===== src/rtl/sdram_bist_if.sv =====
// rtl/sdram_bist_if.sv - SDRAM controller command/read-data port shared by the BIST and the controller
interface sdram_bist_if #(
    parameter int ADDR_W = 23,
    parameter int DATA_W = 32
) ();
    logic              cmd_ready;
    logic              cmd_enable;
    logic              cmd_wr;
    logic [ADDR_W-1:0] cmd_address;
    logic [DATA_W-1:0] cmd_data_in;
    logic [DATA_W-1:0] data_out;
    logic              data_out_ready;

    modport master (
        input  cmd_ready, data_out, data_out_ready,
        output cmd_enable, cmd_wr, cmd_address, cmd_data_in
    );

    modport slave (
        output cmd_ready, data_out, data_out_ready,
        input  cmd_enable, cmd_wr, cmd_address, cmd_data_in
    );
endinterface


===== src/rtl/sdram_bist.sv =====
// rtl/sdram_bist.sv - SDRAM write-then-verify self-test engine; SDRAM_BIST_UART_EN adds a UART result frame
module sdram_bist #(
    parameter int                ADDR_W    = 23,
    parameter int                DATA_W    = 32,
    parameter logic [ADDR_W-1:0] LAST_ADDR = '1,
    parameter int                TIMEOUT   = 1024
) (
    input  logic              clk,
    input  logic              rst,
    sdram_bist_if.master      bus,
    input  logic              i_start,
    input  logic [1:0]        i_mode,
    input  logic              i_stop_on_err,
    output logic              o_busy,
    output logic              o_done,
    output logic              o_pass,
    output logic              o_timeout,
    output logic [15:0]       o_err_count,
    output logic [ADDR_W-1:0] o_fail_addr,
    output logic [DATA_W-1:0] o_fail_exp,
    output logic [DATA_W-1:0] o_fail_act
`ifdef SDRAM_BIST_UART_EN
    ,
    output logic [7:0]        o_tx_byte,
    output logic              o_tx_en,
    input  logic              i_tx_ready
`endif
);
    localparam int TW = $clog2(TIMEOUT + 1);

    typedef enum logic [2:0] {
        S_IDLE, S_WR_ISSUE, S_WR_NEXT, S_RD_ISSUE, S_RD_WAIT, S_FINISH, S_TX_GAP, S_DONE
    } state_t;

    state_t            r_state, w_next;
    logic [ADDR_W-1:0] r_addr;
    logic [1:0]        r_mode;
    logic              r_stop;
    logic [TW-1:0]     r_timer;
    logic [15:0]       r_err_count;
    logic [ADDR_W-1:0] r_fail_addr;
    logic [DATA_W-1:0] r_fail_exp, r_fail_act;
    logic              r_timeout, r_pass;
    logic              w_cmd_enable, w_cmd_wr;

    // Pattern depends only on the pass-relative address, so the read pass regenerates it exactly.
    function automatic logic [DATA_W-1:0] pattern(input logic [1:0] m, input logic [ADDR_W-1:0] a);
        logic [DATA_W-1:0] z;
        z = DATA_W'(a);
        case (m)
            2'd0:    return z + DATA_W'(1);
            2'd1:    return z;
            2'd2:    return DATA_W'(1) << (32'(a) % DATA_W);
            default: return ~z;
        endcase
    endfunction

    logic [DATA_W-1:0] w_exp;
    logic w_is_last, w_rd_end, w_rd_err, w_to, w_err, w_start, w_pass_now, w_rd_stop;

    assign w_exp      = pattern(r_mode, r_addr);
    assign w_is_last  = (r_addr == LAST_ADDR);
    assign w_to       = (r_state == S_RD_WAIT) && !bus.data_out_ready && (r_timer == TW'(TIMEOUT - 1));
    assign w_rd_err   = (r_state == S_RD_WAIT) && bus.data_out_ready && (bus.data_out != w_exp);
    assign w_rd_end   = (r_state == S_RD_WAIT) && (bus.data_out_ready || w_to);
    assign w_err      = w_rd_err || w_to;
    assign w_rd_stop  = (w_err && r_stop) || w_is_last;
    assign w_start    = i_start && (r_state == S_IDLE || r_state == S_DONE);
    assign w_pass_now = (r_err_count == 16'd0) && !r_timeout;

`ifdef SDRAM_BIST_UART_EN
    localparam int NB   = (ADDR_W + 7) / 8;
    localparam int NFR  = 4 + NB;
    localparam int AP_W = NB * 8;

    logic [7:0]      r_byte;
    logic [7:0]      w_frame_byte;
    logic [AP_W-1:0] w_addr_pad, w_addr_sh;
    logic            w_last_byte;

    assign w_addr_pad  = AP_W'(r_fail_addr);
    assign w_addr_sh   = w_addr_pad >> (8 * (NFR - 1 - int'(r_byte)));
    assign w_last_byte = (r_byte == 8'(NFR - 1));

    always_comb begin
        w_frame_byte = w_addr_sh[7:0];
        case (r_byte)
            8'd0:    w_frame_byte = 8'hAA;
            8'd1:    w_frame_byte = {w_pass_now, r_timeout, 6'b0};
            8'd2:    w_frame_byte = r_err_count[15:8];
            8'd3:    w_frame_byte = r_err_count[7:0];
            default: w_frame_byte = w_addr_sh[7:0];
        endcase
    end

    assign o_tx_en   = (r_state == S_FINISH) && i_tx_ready;
    assign o_tx_byte = o_tx_en ? w_frame_byte : 8'd0;
`endif

    always_ff @(posedge clk) begin
        if (rst) r_state <= S_IDLE;
        else     r_state <= w_next;
    end

    always_comb begin
        w_next       = r_state;
        w_cmd_enable = 1'b0;
        w_cmd_wr     = 1'b0;
        case (r_state)
            S_IDLE, S_DONE: if (i_start) w_next = S_WR_ISSUE;
            S_WR_ISSUE: begin
                w_cmd_enable = 1'b1;
                w_cmd_wr     = 1'b1;
                if (bus.cmd_ready) w_next = S_WR_NEXT;
            end
            S_WR_NEXT:  w_next = w_is_last ? S_RD_ISSUE : S_WR_ISSUE;
            S_RD_ISSUE: begin
                w_cmd_enable = 1'b1;
                if (bus.cmd_ready) w_next = S_RD_WAIT;
            end
            S_RD_WAIT:  if (w_rd_end) w_next = w_rd_stop ? S_FINISH : S_RD_ISSUE;
`ifdef SDRAM_BIST_UART_EN
            S_FINISH:   if (i_tx_ready) w_next = S_TX_GAP;
            S_TX_GAP:   w_next = w_last_byte ? S_DONE : S_FINISH;
`else
            S_FINISH:   w_next = S_DONE;
            S_TX_GAP:   w_next = S_DONE;
`endif
            default:    w_next = S_IDLE;
        endcase
    end

    always_ff @(posedge clk) begin
        if (rst) begin
            r_addr      <= '0;
            r_mode      <= 2'd0;
            r_stop      <= 1'b0;
            r_timer     <= '0;
            r_err_count <= 16'd0;
            r_fail_addr <= '0;
            r_fail_exp  <= '0;
            r_fail_act  <= '0;
            r_timeout   <= 1'b0;
            r_pass      <= 1'b0;
        end else begin
            if (w_start) begin
                r_addr      <= '0;
                r_mode      <= i_mode;
                r_stop      <= i_stop_on_err;
                r_err_count <= 16'd0;
                r_fail_addr <= '0;
                r_fail_exp  <= '0;
                r_fail_act  <= '0;
                r_timeout   <= 1'b0;
                r_pass      <= 1'b0;
            end
            if (r_state == S_WR_NEXT)
                r_addr <= w_is_last ? '0 : r_addr + ADDR_W'(1);
            if (r_state == S_RD_ISSUE && bus.cmd_ready)
                r_timer <= '0;
            if (r_state == S_RD_WAIT) begin
                r_timer <= r_timer + TW'(1);
                if (w_rd_end && !w_rd_stop) r_addr <= r_addr + ADDR_W'(1);
            end
            // Only the first error of a run is captured; the count keeps going and saturates.
            if (w_err) begin
                if (r_err_count != 16'hFFFF) r_err_count <= r_err_count + 16'd1;
                if (r_err_count == 16'd0) begin
                    r_fail_addr <= r_addr;
                    r_fail_exp  <= w_exp;
                    r_fail_act  <= w_to ? '0 : bus.data_out;
                end
                if (w_to) r_timeout <= 1'b1;
            end
            if (r_state != S_DONE && w_next == S_DONE)
                r_pass <= w_pass_now;
        end
    end

`ifdef SDRAM_BIST_UART_EN
    always_ff @(posedge clk) begin
        if (rst || w_start)          r_byte <= 8'd0;
        else if (r_state == S_TX_GAP) r_byte <= r_byte + 8'd1;
    end
`endif

    assign bus.cmd_enable  = w_cmd_enable;
    assign bus.cmd_wr      = w_cmd_wr;
    assign bus.cmd_address = r_addr;
    assign bus.cmd_data_in = w_cmd_wr ? w_exp : '0;

    assign o_busy      = (r_state != S_IDLE) && (r_state != S_DONE);
    assign o_done      = (r_state == S_DONE);
    assign o_pass      = r_pass;
    assign o_timeout   = r_timeout;
    assign o_err_count = r_err_count;
    assign o_fail_addr = r_fail_addr;
    assign o_fail_exp  = r_fail_exp;
    assign o_fail_act  = r_fail_act;
endmodule


===== src/flat_wrapper.sv =====
// flat-port wrapper written by rule: the top's interface ports become plain ports
module sdram_bist_flat 
#(
    parameter int                ADDR_W    = 23,
    parameter int                DATA_W    = 32,
    parameter logic [ADDR_W-1:0] LAST_ADDR = '1,
    parameter int                TIMEOUT   = 1024
)
  (clk, rst, i_start, i_mode, i_stop_on_err, o_busy, o_done, o_pass, o_timeout, o_err_count, o_fail_addr, o_fail_exp, o_fail_act, bus_cmd_ready, bus_data_out, bus_data_out_ready, bus_cmd_enable, bus_cmd_wr, bus_cmd_address, bus_cmd_data_in);
  sdram_bist_if #(.ADDR_W(ADDR_W), .DATA_W(DATA_W)) bus_i ();
  input  logic clk;
  input  logic rst;
  input  logic i_start;
  input  logic [1:0] i_mode;
  input  logic i_stop_on_err;
  output logic o_busy;
  output logic o_done;
  output logic o_pass;
  output logic o_timeout;
  output logic [15:0] o_err_count;
  output logic [ADDR_W-1:0] o_fail_addr;
  output logic [DATA_W-1:0] o_fail_exp;
  output logic [DATA_W-1:0] o_fail_act;
  input wire logic [$bits(bus_i.cmd_ready)-1:0] bus_cmd_ready;
  input wire logic [$bits(bus_i.data_out)-1:0] bus_data_out;
  input wire logic [$bits(bus_i.data_out_ready)-1:0] bus_data_out_ready;
  output wire logic [$bits(bus_i.cmd_enable)-1:0] bus_cmd_enable;
  output wire logic [$bits(bus_i.cmd_wr)-1:0] bus_cmd_wr;
  output wire logic [$bits(bus_i.cmd_address)-1:0] bus_cmd_address;
  output wire logic [$bits(bus_i.cmd_data_in)-1:0] bus_cmd_data_in;
  assign bus_i.cmd_ready = bus_cmd_ready;
  assign bus_i.data_out = bus_data_out;
  assign bus_i.data_out_ready = bus_data_out_ready;
  assign bus_cmd_enable = bus_i.cmd_enable;
  assign bus_cmd_wr = bus_i.cmd_wr;
  assign bus_cmd_address = bus_i.cmd_address;
  assign bus_cmd_data_in = bus_i.cmd_data_in;
  sdram_bist #(.ADDR_W(ADDR_W), .DATA_W(DATA_W), .LAST_ADDR(LAST_ADDR), .TIMEOUT(TIMEOUT)) u_core (.clk(clk), .rst(rst), .bus(bus_i), .i_start(i_start), .i_mode(i_mode), .i_stop_on_err(i_stop_on_err), .o_busy(o_busy), .o_done(o_done), .o_pass(o_pass), .o_timeout(o_timeout), .o_err_count(o_err_count), .o_fail_addr(o_fail_addr), .o_fail_exp(o_fail_exp), .o_fail_act(o_fail_act));
endmodule

===== config.mk =====
export PLATFORM = sky130hd
export DESIGN_NAME = sdram_bist_flat
export DESIGN_NICKNAME = d
export VERILOG_FILES = /design/src/rtl/sdram_bist_if.sv /design/src/rtl/sdram_bist.sv /design/src/flat_wrapper.sv
export SDC_FILE = /design/constraint.sdc
export NUM_CORES = 1
export LEC_CHECK = 0
export ABC_CLOCK_PERIOD_IN_PS = 8600
export BUFFER_PORTS_ARGS = -buffer_cell sky130_fd_sc_hd__buf_2
export CAP_MARGIN = 10
export CORE_MARGIN = 1.5
export CORE_UTILIZATION = 35
export DETAILED_ROUTE_END_ITERATION = 6
export PLACE_DENSITY = 0.62
export SYNTH_ARGS = -nofsm -noshare
export SYNTH_HDL_FRONTEND = slang
export SYNTH_SLANG_ARGS = --single-unit

===== constraint.sdc =====
create_clock -name clk -period 8.6 [get_ports clk]
set_input_delay 1.72 -clock clk [delete_from_list [all_inputs] [get_ports clk]]
set_output_delay 1.72 -clock clk [all_outputs]
set_load 0.01 [all_outputs]

==> flow_metrics.tcl <==
set metrics [dict create \
    rsz0062_at_grt "false" \
    max_freq_mhz 175 \
    grt_max_degree 89 \
    worstPathArrival_ps 4000 \
    wl_per_cell_um 20.0 \
    yosys_warnings 0 \
    grt_antenna_before_repair 2 \
    drt-initial-drc-count 1094 \
    die_area_sq_um 26500 \
    outcome "finished, final reports clean" \
    die_w_um 163 \
    grt_pass1_wl_mm 49.9 \
    ys_ff_latch 145 \
    die_y_um 163 \
    path_clk_slew_ps 80 \
    wl_mm 32.9 \
    portBuffers 203 \
    synth_cell_types 84 \
    cp-end-kind "output port" \
    slew_headroom 0.247 \
    fin_crit_ps 5720 \
    first_pass_iters 5 \
    skew_ps 15.7 \
    holdCritStartpoint "u_core.o_fail_act[9]" \
    dr_total_vias 9573 \
    synth_edf_count 0 \
    cap_viol_max_count 0 \
    synthCells 1183 \
    syn_avg_cell_area_sq_um 7.54 \
    fin_crit_sh 0.665 \
    synth_fp_nets 1231 \
    drive_above_1_share 0.220 \
    place.gp.congestion 0.962 \
    power.density_nw_per_um2 150 \
    reg2reg_slack_ps 2980 \
    rr_startpoint "u_core.bus.cmd_address[7]" \
    pin_count 204 \
    hold_viol_final 0 \
    slew_viol_final 0 \
    cellLeakagePower_uw 0.00417 \
    cts_made_buffers 17 \
    synth_area_sq_um 8920 \
    dp_hpwl_mm 23.1 \
    cts_tree "yes" \
    grt_pass1_vias 8575 \
    timing.rr.end "u_core.o_fail_exp[28]" \
    setup_viol 0 \
    synthArstFlopShare 0 \
    core-area_sq_um 25100 \
    viasPerCell 5.83 \
    power.total_uw 1570 \
    worst_hold_path_type "reg2reg" \
    h-tree-depth 4 \
    ir_drop_mv 0.0881 \
    syn_to_final_growth_pct 17.8 \
    ant_nets 0 \
    ys_seq_area_frac 0.325 \
    r2r_cells 11 \
    start_util 0.355 \
    ctsResizeCount 0 \
    synth_ff_type "dfxtp_1" \
    setup-tns-final_ps 0 \
    clk_path_buf_depth 2 \
    required_ps 6880 \
    rows 58 \
    post-route-drc-count 0 \
    path_max_fanout 17 \
    clkSinkCount 145 \
    worst_pin_slew_ps 1130 \
    cts_hold_buf 0 \
    worstSkewPairLatency_ps 440 \
    clock-root-buffer "clkbuf_16" \
    crit_type "reg2out" \
    fillCellCount 2638 \
    post_cts_buffers 0 \
    min_to "u_core.o_fail_act[9]" \
    holdPathStages 2 \
    grt_use_total 0.243 \
    critPathLaunchType "register" \
    overflow 0 \
    nNetsFinal 1347 \
]
sequential cells by signal (all words and copies together) (netlist names):
register / flops
u_core.o_fail_exp: 32
u_core.o_pass: 1
u_core.r_timer: 11
u_core.o_fail_act: 32
u_core.o_fail_addr: 23
u_core.r_mode: 2
u_core.bus.cmd_address: 23
u_core.r_state: 3
u_core.o_timeout: 1
u_core.o_err_count: 16
u_core.r_stop: 1
cells in the mapped netlist, drive strengths merged (22+ instances only):
library cell	number	area [sq um]
dfxtp	145	2900
nand3	124	626
nand2	120	453
a21oi	94	470
nor2	80	308
clkbuf	71	267
o21ai	71	355
buf	48	283
nand2b	40	250
nor2b	24	150
and3	22	138
nor3	22	115
stage by stage:
stage	hold slack, ps	cell area [sq um]	std cells	setup slack (ps)	utilization
6_report	456	10500	1643	2880	0.419
5_1_grt	474	10500	1642	2520	0.419
4_1_cts	460	10500	1642	2990	0.419
3_5_place_dp	451	9940	1610	2890	0.396
3_3_place_gp	441	9940	1610	2920	0.396
2_1_floorplan	436	8920	1183	3910	-
logic make-up (layout without fill, tap and decap cells):
family	after synthesis	count (layout)	share of synthesized area
and+or+nand+nor	536	536	0.317
AOI/OAI and AO/OA	309	309	0.226
DFF	145	145	0.325
buffers and inverters	136	265	0.0687
xor gates and xnor gates	34	34	0.0334
muxes	15	15	0.0184
adders and majority gates	8	8	0.0112
other	0	1	0
layout make-up:
cell class	count	area, sq um	area share
sequential	145	2910	0.276
antenna	1	2.50	0.000238
clock buffer	17	425	0.0404
timing repair buffer	216	1120	0.106
tap	330	413	0.0393
clock inverter	15	151	0.0144
multi-input combinational	902	5440	0.517
inverter	17	63.8	0.00607
critical path, cell delays in order (launching register included):
cell      delay (ps)
dfxtp_1          720
ha_1             440
nand4_2          290
nor4_1           780
nand2_1          360
or3_1            390
a21oi_1          150
a221oi_1         110
nor2_1           140
buf_2            160
worst max-delay path by stage:
stage	from	endpoint	slack, ps	depth (start not counted)
2_1_floorplan	bus_data_out[29]	u_core.bus.cmd_address[20]	3910	11
3_3_place_gp	bus_data_out[26]	u_core.o_fail_act[18]	2920	11
3_5_place_dp	bus_data_out[26]	u_core.o_fail_act[30]	2890	11
4_1_cts	u_core.bus.cmd_address[0]	bus_cmd_data_in[16]	2990	9
5_1_grt	u_core.bus.cmd_address[7]	u_core.o_fail_act[29]	2520	10
6_report	u_core.bus.cmd_address[0]	bus_cmd_data_in[16]	2880	9
power breakdown:
group          switching, uW  internal [uW]  leakage, uW  total [uW]
registers               7.57            673      0.00117         681
logic                   99.9           41.9      0.00273         142
clock network            344            408     0.000273         752
cells in the final DEF, fill, tap and decap left out, types with 9 or more instances in the layout:
master,count
and2_1,10
nor2b_1,24
mux2_2,9
or3_1,9
inv_1,17
buf_4,14
nand4_1,12
a32oi_1,9
clkbuf_16,17
nor2_1,77
a21oi_1,94
buf_2,202
nand3_1,123
o2bb2ai_1,14
nand2b_1,40
o21ai_1,13
nor3_1,21
o21ai_0,57
nand2_1,119
a31oi_1,17
xnor2_1,16
o211ai_1,10
xor2_1,18
dfxtp_1,143
nor4_1,12
or4_1,14
o31ai_1,12
and3_1,22
metal layers:
layer	up-vias	global-route usage	routed length [um]
met3	90	0.0545	2880
li1	4549	-	-
met2	476	0.364	14300
met5	-	0	16
met4	2	0.125	1530
met1	4456	0.327	14200
No activity file was read; power rests on OpenSTA's default activity.
